$ cat config.mk
export PLATFORM = sky130hd
export DESIGN_NAME = tone_scheduler
export DESIGN_NICKNAME = d
export VERILOG_FILES = /design/src/rtl/simon_pkg.sv /design/src/rtl/ms_timebase.sv /design/src/rtl/tone_scheduler.sv
export SDC_FILE = /design/constraint.sdc
export NUM_CORES = 1
export LEC_CHECK = 0
export BUFFER_PORTS_ARGS = -buffer_cell sky130_fd_sc_hd__buf_2
export CAP_MARGIN = 10
export CORE_MARGIN = 2
export CORE_UTILIZATION = 48
export CTS_BUF_LIST = sky130_fd_sc_hd__clkbuf_4 sky130_fd_sc_hd__clkbuf_8
export DETAILED_ROUTE_END_ITERATION = 7
export GPL_TIMING_DRIVEN = 0
export PLACE_DENSITY = 0.77
export SYNTH_ARGS = -nofsm -noshare
export SYNTH_HDL_FRONTEND = slang
export SYNTH_SLANG_ARGS = --single-unit
$ cat constraint.sdc
create_clock -name clk -period 3.6 [get_ports clk]
set_input_delay 0.18 -clock clk [delete_from_list [all_inputs] [get_ports clk]]
set_output_delay 0.18 -clock clk [all_outputs]
set_load 0.1 [all_outputs]
$ cat src/rtl/simon_pkg.sv
// Shared types and tone constants for the Simon game sound path.
package simon_pkg;

    typedef enum logic [1:0] {
        ST_IDLE = 2'd0,
        ST_TONE = 2'd1,
        ST_GAP  = 2'd2
    } sched_state_t;

    localparam int DEF_FREQ_W = 10;
    localparam int DEF_DUR_W  = 10;

    localparam logic [DEF_FREQ_W-1:0] NOTE_G3 = 10'd196;
    localparam logic [DEF_FREQ_W-1:0] NOTE_C4 = 10'd262;
    localparam logic [DEF_FREQ_W-1:0] NOTE_E4 = 10'd330;
    localparam logic [DEF_FREQ_W-1:0] NOTE_G5 = 10'd784;

    localparam logic [DEF_FREQ_W-1:0] SUCCESS_TONES   [0:2] = '{NOTE_C4, NOTE_E4, NOTE_G5};
    localparam logic [DEF_FREQ_W-1:0] GAME_OVER_TONES [0:1] = '{NOTE_E4, NOTE_G3};

endpackage

$ cat src/rtl/ms_timebase.sv
// Free-running millisecond tick generator; a ticks_per_milli of 0 behaves as 1.
module ms_timebase (
    input  logic        clk,
    input  logic        rst,
    input  logic [15:0] ticks_per_milli,
    output logic        ms_tick
);

    logic [15:0] count;
    logic [15:0] last;

    always_comb begin
        last = (ticks_per_milli == 16'd0) ? 16'd0 : ticks_per_milli - 16'd1;
    end

    // >= rather than == so a lowered ticks_per_milli cannot strand the count
    assign ms_tick = (count >= last);

    always_ff @(posedge clk or posedge rst) begin
        if (rst)
            count <= '0;
        else if (ms_tick)
            count <= '0;
        else
            count <= count + 16'd1;
    end

endmodule

$ cat src/rtl/tone_scheduler.sv
// Fixed-priority, preemptive sharing of the single tone generator between requesters.
module tone_scheduler
    import simon_pkg::*;
#(
    parameter int NUM_REQ = 4,
    parameter int FREQ_W  = DEF_FREQ_W,
    parameter int DUR_W   = DEF_DUR_W,
    parameter int GAP_MS  = 20
) (
    input  logic                        clk,
    input  logic                        rst,
    input  logic [15:0]                 ticks_per_milli,
    input  logic [NUM_REQ-1:0]          req,
    input  logic [NUM_REQ*FREQ_W-1:0]   req_freq,
    input  logic [NUM_REQ*DUR_W-1:0]    req_dur,
    input  logic                        abort,
    output logic [FREQ_W-1:0]           freq,
    output logic [NUM_REQ-1:0]          grant,
    output logic [NUM_REQ-1:0]          done,
    output logic [NUM_REQ-1:0]          drop,
    output logic                        busy,
    output logic [$clog2(NUM_REQ)-1:0]  active_id
);

    localparam int ID_W = $clog2(NUM_REQ);

    sched_state_t      state;
    logic              ms_tick;
    logic [DUR_W-1:0]  ms_left;
    logic [ID_W-1:0]   top_id;
    logic              top_any;
    logic [FREQ_W-1:0] top_freq;
    logic [DUR_W-1:0]  top_dur;
    logic              take;

    ms_timebase u_timebase (
        .clk             (clk),
        .rst             (rst),
        .ticks_per_milli (ticks_per_milli),
        .ms_tick         (ms_tick)
    );

    always_comb begin
        top_id  = '0;
        top_any = 1'b0;
        for (int i = 0; i < NUM_REQ; i++) begin
            if (req[i]) begin
                top_id  = ID_W'(i);
                top_any = 1'b1;
            end
        end
    end

    assign top_freq = req_freq[top_id*FREQ_W +: FREQ_W];
    assign top_dur  = req_dur[top_id*DUR_W +: DUR_W];
    // The highest pending request preempts only if it outranks the current owner
    assign take     = top_any && ((state == ST_IDLE) || (top_id > active_id));
    assign busy     = (state != ST_IDLE);

    always_ff @(posedge clk or posedge rst) begin
        if (rst) begin
            state     <= ST_IDLE;
            ms_left   <= '0;
            freq      <= '0;
            grant     <= '0;
            done      <= '0;
            drop      <= '0;
            active_id <= '0;
        end else begin
            grant <= '0;
            done  <= '0;
            drop  <= '0;
            if (abort) begin
                freq  <= '0;
                state <= ST_IDLE;
                if (state != ST_IDLE)
                    drop[active_id] <= 1'b1;
            end else if (take) begin
                if (state != ST_IDLE)
                    drop[active_id] <= 1'b1;
                grant[top_id] <= 1'b1;
                active_id     <= top_id;
                if (top_dur == '0) begin
                    done[top_id] <= 1'b1;
                    freq         <= '0;
                    state        <= ST_IDLE;
                end else begin
                    freq    <= top_freq;
                    ms_left <= top_dur;
                    state   <= ST_TONE;
                end
            end else if (ms_tick && (state != ST_IDLE)) begin
                if (ms_left <= DUR_W'(1)) begin
                    if (state == ST_TONE) begin
                        freq    <= '0;
                        ms_left <= DUR_W'(GAP_MS);
                        state   <= ST_GAP;
                    end else begin
                        done[active_id] <= 1'b1;
                        ms_left         <= '0;
                        state           <= ST_IDLE;
                    end
                end else begin
                    ms_left <= ms_left - DUR_W'(1);
                end
            end
        end
    end

endmodule

-- Yosys cells after proc, flatten, opt, wreduce, memory -nomap -nowiden
Cells that the tools add are included.
- add/subtract/negate cells: 3
- multipliers: 1
- order comparisons: 7
- equal/unequal tests: 2
- shift operators: 2
- muxes and demuxes: 41
- bitwise operators: 1
- reductions and logical operators: 17
- operators with widths (operator ; number):
    2-to-1 mux 10 bit ; 10
    variable part select 40 x 7 -> 10 bit ; 2
    2-to-1 mux 4 bit ; 11
    2-to-1 mux 16 bit ; 2
    adder 16 x 1 -> 16 bit, second input constant ; 1
    greater-or-equal comparator 16 bit ; 1
    zero test 16 bit ; 1
    subtractor 16 x 1 -> 16 bit, second input constant ; 1
    2-to-1 mux 2 bit ; 7
    <= comparator 10 x 1 -> 1 bit, second input constant ; 1
    zero test 10 bit ; 1
    subtractor 10 x 1 -> 10 bit, second input constant ; 1
    nonzero test 3 bit ; 3
    2-to-1 mux 1 bit ; 8
    < comparator 2 x 3 -> 1 bit, second input constant ; 2
    AND reduction 3 bit ; 2
    multiplier 2 x 3 -> 5 bit, second input constant ; 1
    2-to-1 mux 5 bit ; 1
    demux 1 bit (select 2 bit) ; 2
    greater-or-equal comparator 2 x 1 -> 1 bit, second input constant ; 2
    logical AND 1 bit ; 4
    AND reduction 2 bit ; 2
    nonzero test 2 bit ; 2
    == test 2 x 1 -> 1 bit, second input constant ; 1
    5 further kinds ; 5
- register bits after elaboration: 52
- input port bits: 103
- output and inout port bits: 25
- logic and storage cells: 82

-- Logic depth before layout (Yosys ltp)
- word-level depth: 10
- mapped depth: 14
- gate-level depth less buffers: 13

-- Cells and area by module
A second synthesis with hierarchy kept.
- cell total of the unflattened synthesis: 458
- area, all modules: 4033.9 um^2
- by module, submodules not included (module ; times used ; cells each ; area each (um^2) ; sequential area each (um^2)):
    tone_scheduler ; 1 ; 279 ; 2364.8 ; 900.9
    ms_timebase ; 1 ; 179 ; 1669.1 ; 400.4

-- Worst setup path after synthesis
No wires, ideal clock.
- path type: input port to flip-flop
- from: in ticks_per_milli[9]
- to: reg freq[0]
- library setup time: 0.069 ns
- data arrival time: 3.781 ns
- data required time: 3.531 ns
- path slack: -0.250 ns
- cell stages on the path: 13
- buffers on the path: 1
- cells stage by stage: or4_4 or3_4 or4_1 or3_4 buf_6 nand2_1 ha_1 and4_1 and3_1 o21ai_0 nand4_1 a31oi_1 a22o_1
- longest elaborated chain between the ends: 6
- elaborated cells between the ends (all ways): 7
- classes of those cells: 1 x add/sub; 1 x order compare; 1 x mux; 4 x reduce/logical
- ends and longest elaborated chain (item ; RTL line ; text):
    start: declaration ; tone_scheduler.sv:12 ; input logic [15:0] ticks_per_milli,
    subtractor 16 x 1 -> 16 bit / zero test 16 bit (equally long branches) ; ms_timebase.sv:13 ; last = (ticks_per_milli == 16'd0) ? 16'd0 : ticks_per_milli - 16'd1;
    2-to-1 mux 16 bit (*) ; ms_timebase.sv:13 ;
    greater-or-equal comparator 16 bit (*) ; ms_timebase.sv:17 ; assign ms_tick = (count >= last);
    logical AND 1 bit (*) ; tone_scheduler.sv:92 ; end else if (ms_tick && (state != ST_IDLE)) begin
    nonzero test 3 bit (no source line) (*) ; n/a ;
    AND reduction 3 bit (no source line) (*) ; n/a ;
    end signal: assignment ; tone_scheduler.sv:88 ; freq <= top_freq;
    end: declaration ; tone_scheduler.sv:17 ; output logic [FREQ_W-1:0] freq,
Mark *: on every way between the ends. The rest lies on a longest branch, timed or not.
A chain may end at the register's enable or synchronous reset.

-- Worst setup path in the final report
- from: in ticks_per_milli[9]
- to: reg freq[1]
Same word-level chain as after synthesis.

==> metrics.md <==
| Metric | Value |
|---|---|
| Avg Cell Area, Syn | 8.38 µm² |
| Total design power | 0.00241 W |
| WL/cell | 15.3 µm |
| Clock Pin Slew Worst Setup and Hold Paths | 0.11 ns |
| Register area share after synthesis | 0.343 |
| Status | finished with violations |
| Required @ worst endpoint | 3.82 ns |
| Layout area overhead | 32.5% |
| Pin count of the biggest net entering global routing | 28 |
| Total Wirelength | 10.8 mm |
| CP Class | in -> reg |
| DRT Pass-1 Iters | 4 |
| Syn Nets | 578 |
| I/O Buffers | 125 |
| Max Fclk | 277 MHz |
| Min setup slack post-route | -0.0165 ns |
| Max-slew headroom | 0.576 |
| CTS tree | built |
| Boundary Pins | 128 |
| Root buffer cell | clkbuf_8 |
| Logic gate share of total power | 0.494 |
| Vias in the first global route | 3988 |
| Synth area leaders | dfrtp_1 (34%), ha_1 (7.6%), mux2i_1 (6.6%) |
| Type of the worst min-delay path | in -> reg |
| DR vias | 3956 |
| Final Util | 0.653 |
| Final period utilization | 1.00 |
| Sw Share | 0.472 |
| Final Skew | 0.0104 ns |
| Starting DRT DRC Count | 212 |
| Vias/cell | 5.62 |
| Max-cap viol count | 0 |
| Global-route wire length before repair | 17.6 mm |
| Inserted Clock Buffers | 5 |
| Row count | 32 |
| DRT antenna net count | 0 |
| Clk buf depth | 2 |
| Failing checks | negative setup slack |
| Setup crit end kind | flop |
| Sequential share of power | 0.358 |
| Antenna violations before repair | 0 |
| Post-route DRC violation count | 0 |
| Overflow after GRT | 0 |
| Area fraction of the dominant cell type after synthesis | 0.343 |
| NumNets Final | 727 |
| Starting Density | 0.493 |
| HP Start | req_freq[33] |
| Core box area | 7690 µm² |
| DIE AREA | 8620 µm² |
| Psw | 0.00114 W |
| Final min period | 3.62 ns |
| PD cells | 480 nW/µm² |
| Max-slew violation count | 0 |
| Post-synth cell types | 48 |
| Post-synth EDFFs | 0 |
| Cell Area, Synth | 3790 µm² |
| RSZ-0062 raised after global routing | true |
| Die W | 92.9 µm |
| YS warnings | 0 |
| WP data arrival | 3.83 ns |
| Critical path startpoint category | primary input |
| Cell count after synthesis | 452 |
| Commonest cells post-synth | nand2_1 (57), nor2_1 (54), dfrtp_1 (52), a21oi_1 (35), o21ai_0 (31) |
| FFs w/ async S/R, synth | 1.00 |
| Worst skew pair latency | 0.32 ns |
| Die H | 92.9 µm |
| Post-synth top flop | dfrtp_1 |
| Peak supply drop | 0.000279 V |
| Flop and latch count out of synthesis | 52 |
| Setup-failing EPs final | 10 |
| Most common cell in the netlist | nand2_1 |
| Clock power frac | 0.148 |
| Int Pwr | 0.00127 W |
| Area leader, netlist | dfrtp_1 |
| Share of layout cells above drive strength 1 | 0.324 |
| Crit. Startpoint | ticks_per_milli[9] |
| Least-Margin Pin Slew | 0.631 ns |
| HPWL after DPL | 8.32 mm |
| Ant. Diodes | 0 |
| Crit path max fanout | 10 |
| Origin of the critical flop-to-flop path | active_id[1] |
| Depth of the CTS H-tree | 2 |
| GR Util All Layers | 0.250 |
| Hold Vio Cnt, Final | 0 |
| # clock sinks | 52 |
| Pleak | 2.54 nW |
| GPL Wtd Cong | 0.922 |
per-layer routing:
| metal | track usage | share of wire | vias to the layer above |
|---|---|---|---|
| met5 | 0 | 0 | - |
| met4 | 0.0870 | 0.024 | 0 |
| met3 | 0.0342 | 0.050 | 33 |
| met2 | 0.461 | 0.52 | 143 |
| met1 | 0.295 | 0.41 | 1866 |
| li1 | - | - | 1914 |
state kept, by name (all words and copies together) (netlist names):
signal,count
freq,10
ms_left,10
u_timebase.count,16
drop,4
done,4
state,2
active_id,2
grant,4
power groups by stage:
stage          Combinational, W  Clock [W]  Sequential [W]
3_3_place_gp            0.00107          0        0.000861
4_1_cts                 0.00112   0.000359        0.000853
5_1_grt                 0.00129   0.000383        0.000880
2_1_floorplan          0.000577          0         0.00111
3_5_place_dp            0.00111          0        0.000861
6_report                0.00119   0.000358        0.000862
what timing repair did:
action / 4_1_cts / 5_1_grt
hold buffers: 1 / 0
setup buffers: 8 / 6
endpoints found under the setup margin: 42 / 35
pin swaps: 3 / 3
gates resized for setup: 8 / 18
cloned: 0 / 1
hold endpoints to repair: 26 / 0
layout by cell type, fill, tap and decap left out, types with 4 or more instances in the layout:
master,n
buf_2,127
nor2_1,54
nand2_1,52
dfrtp_1,52
a21oi_1,35
o21ai_0,29
mux2i_1,25
xor2_1,18
inv_1,18
ha_1,17
nor3_1,14
buf_4,12
a22o_1,10
xnor2_1,9
nand3_1,9
nor4_1,8
and3_1,7
o22ai_1,7
clkbuf_1,7
ha_4,6
or3_1,5
mux2_2,5
clkbuf_8,5
o32ai_2,4
a31oi_1,4
buf_6,4
logic make-up (layout without fill, tap and decap cells):
| family | count (synthesis) | count (layout) | synth area share |
|---|---|---|---|
| AND/OR/NAND/NOR | 179 | 179 | 0.223 |
| AO/OA/AOI/OAI | 105 | 105 | 0.172 |
| flip-flops | 52 | 52 | 0.343 |
| buffers and inverters | 35 | 185 | 0.0390 |
| multiplexers | 31 | 31 | 0.0839 |
| XOR/XNOR | 27 | 27 | 0.0624 |
| adder cells (fa/ha/maj) | 23 | 23 | 0.0759 |
worst max-delay path, stage by stage:
cell,delay (ns)
buf_6,0.09
or4_4,0.53
or3_4,0.36
or4_4,0.44
or3_4,0.39
buf_8,0.15
nand2_2,0.07
ha_4,0.12
and4_4,0.23
nand4_1,0.11
a221o_1,0.30
nand4_1,0.10
buf_6,0.14
buf_4,0.12
a31oi_4,0.08
buf_12,0.17
a22o_1,0.23
path summary, 6_finish.rpt:
kind | to | slack (ns) | cells past startpoint
worst max-delay path | freq[1] | -0.02 | 17
worst min-delay path | freq[3] | 0.19 | 4
worst max register to register | ms_left[3] | 0.75 | 9
worst min register to register | freq[6] | 0.51 | 1
max in group asynchronous | state[1] | 2.61 | 4
min in group asynchronous | u_timebase.count[2] | 0.44 | 3
layout make-up:
cell class,count,area (µm²)
inverter,19,71.3
multi-input combinational,365,2510
clock buffer,5,68.8
buffer,16,87.6
clock inverter,3,25.0
sequential,52,1300
tap,102,128
fill,665,2670
timing repair buffer,142,831
through the flow:
step	hold WS (ns)	cells	setup slack [ns]	TNS, ns	cell area (µm²)
after floorplan	0.348	452	-0.244	-2.06	3850
after global placement	0.487	679	-0.771	-23.23	4600
after detailed placement	0.270	680	-0.817	-25.78	4620
after CTS	0.186	697	-0.0275	-0.0312	4830
after global routing	0.200	704	-0.142	-2.10	5020
final	0.186	704	-0.0165	-0.0958	5020
No activity file was read; power rests on OpenSTA's default activity.
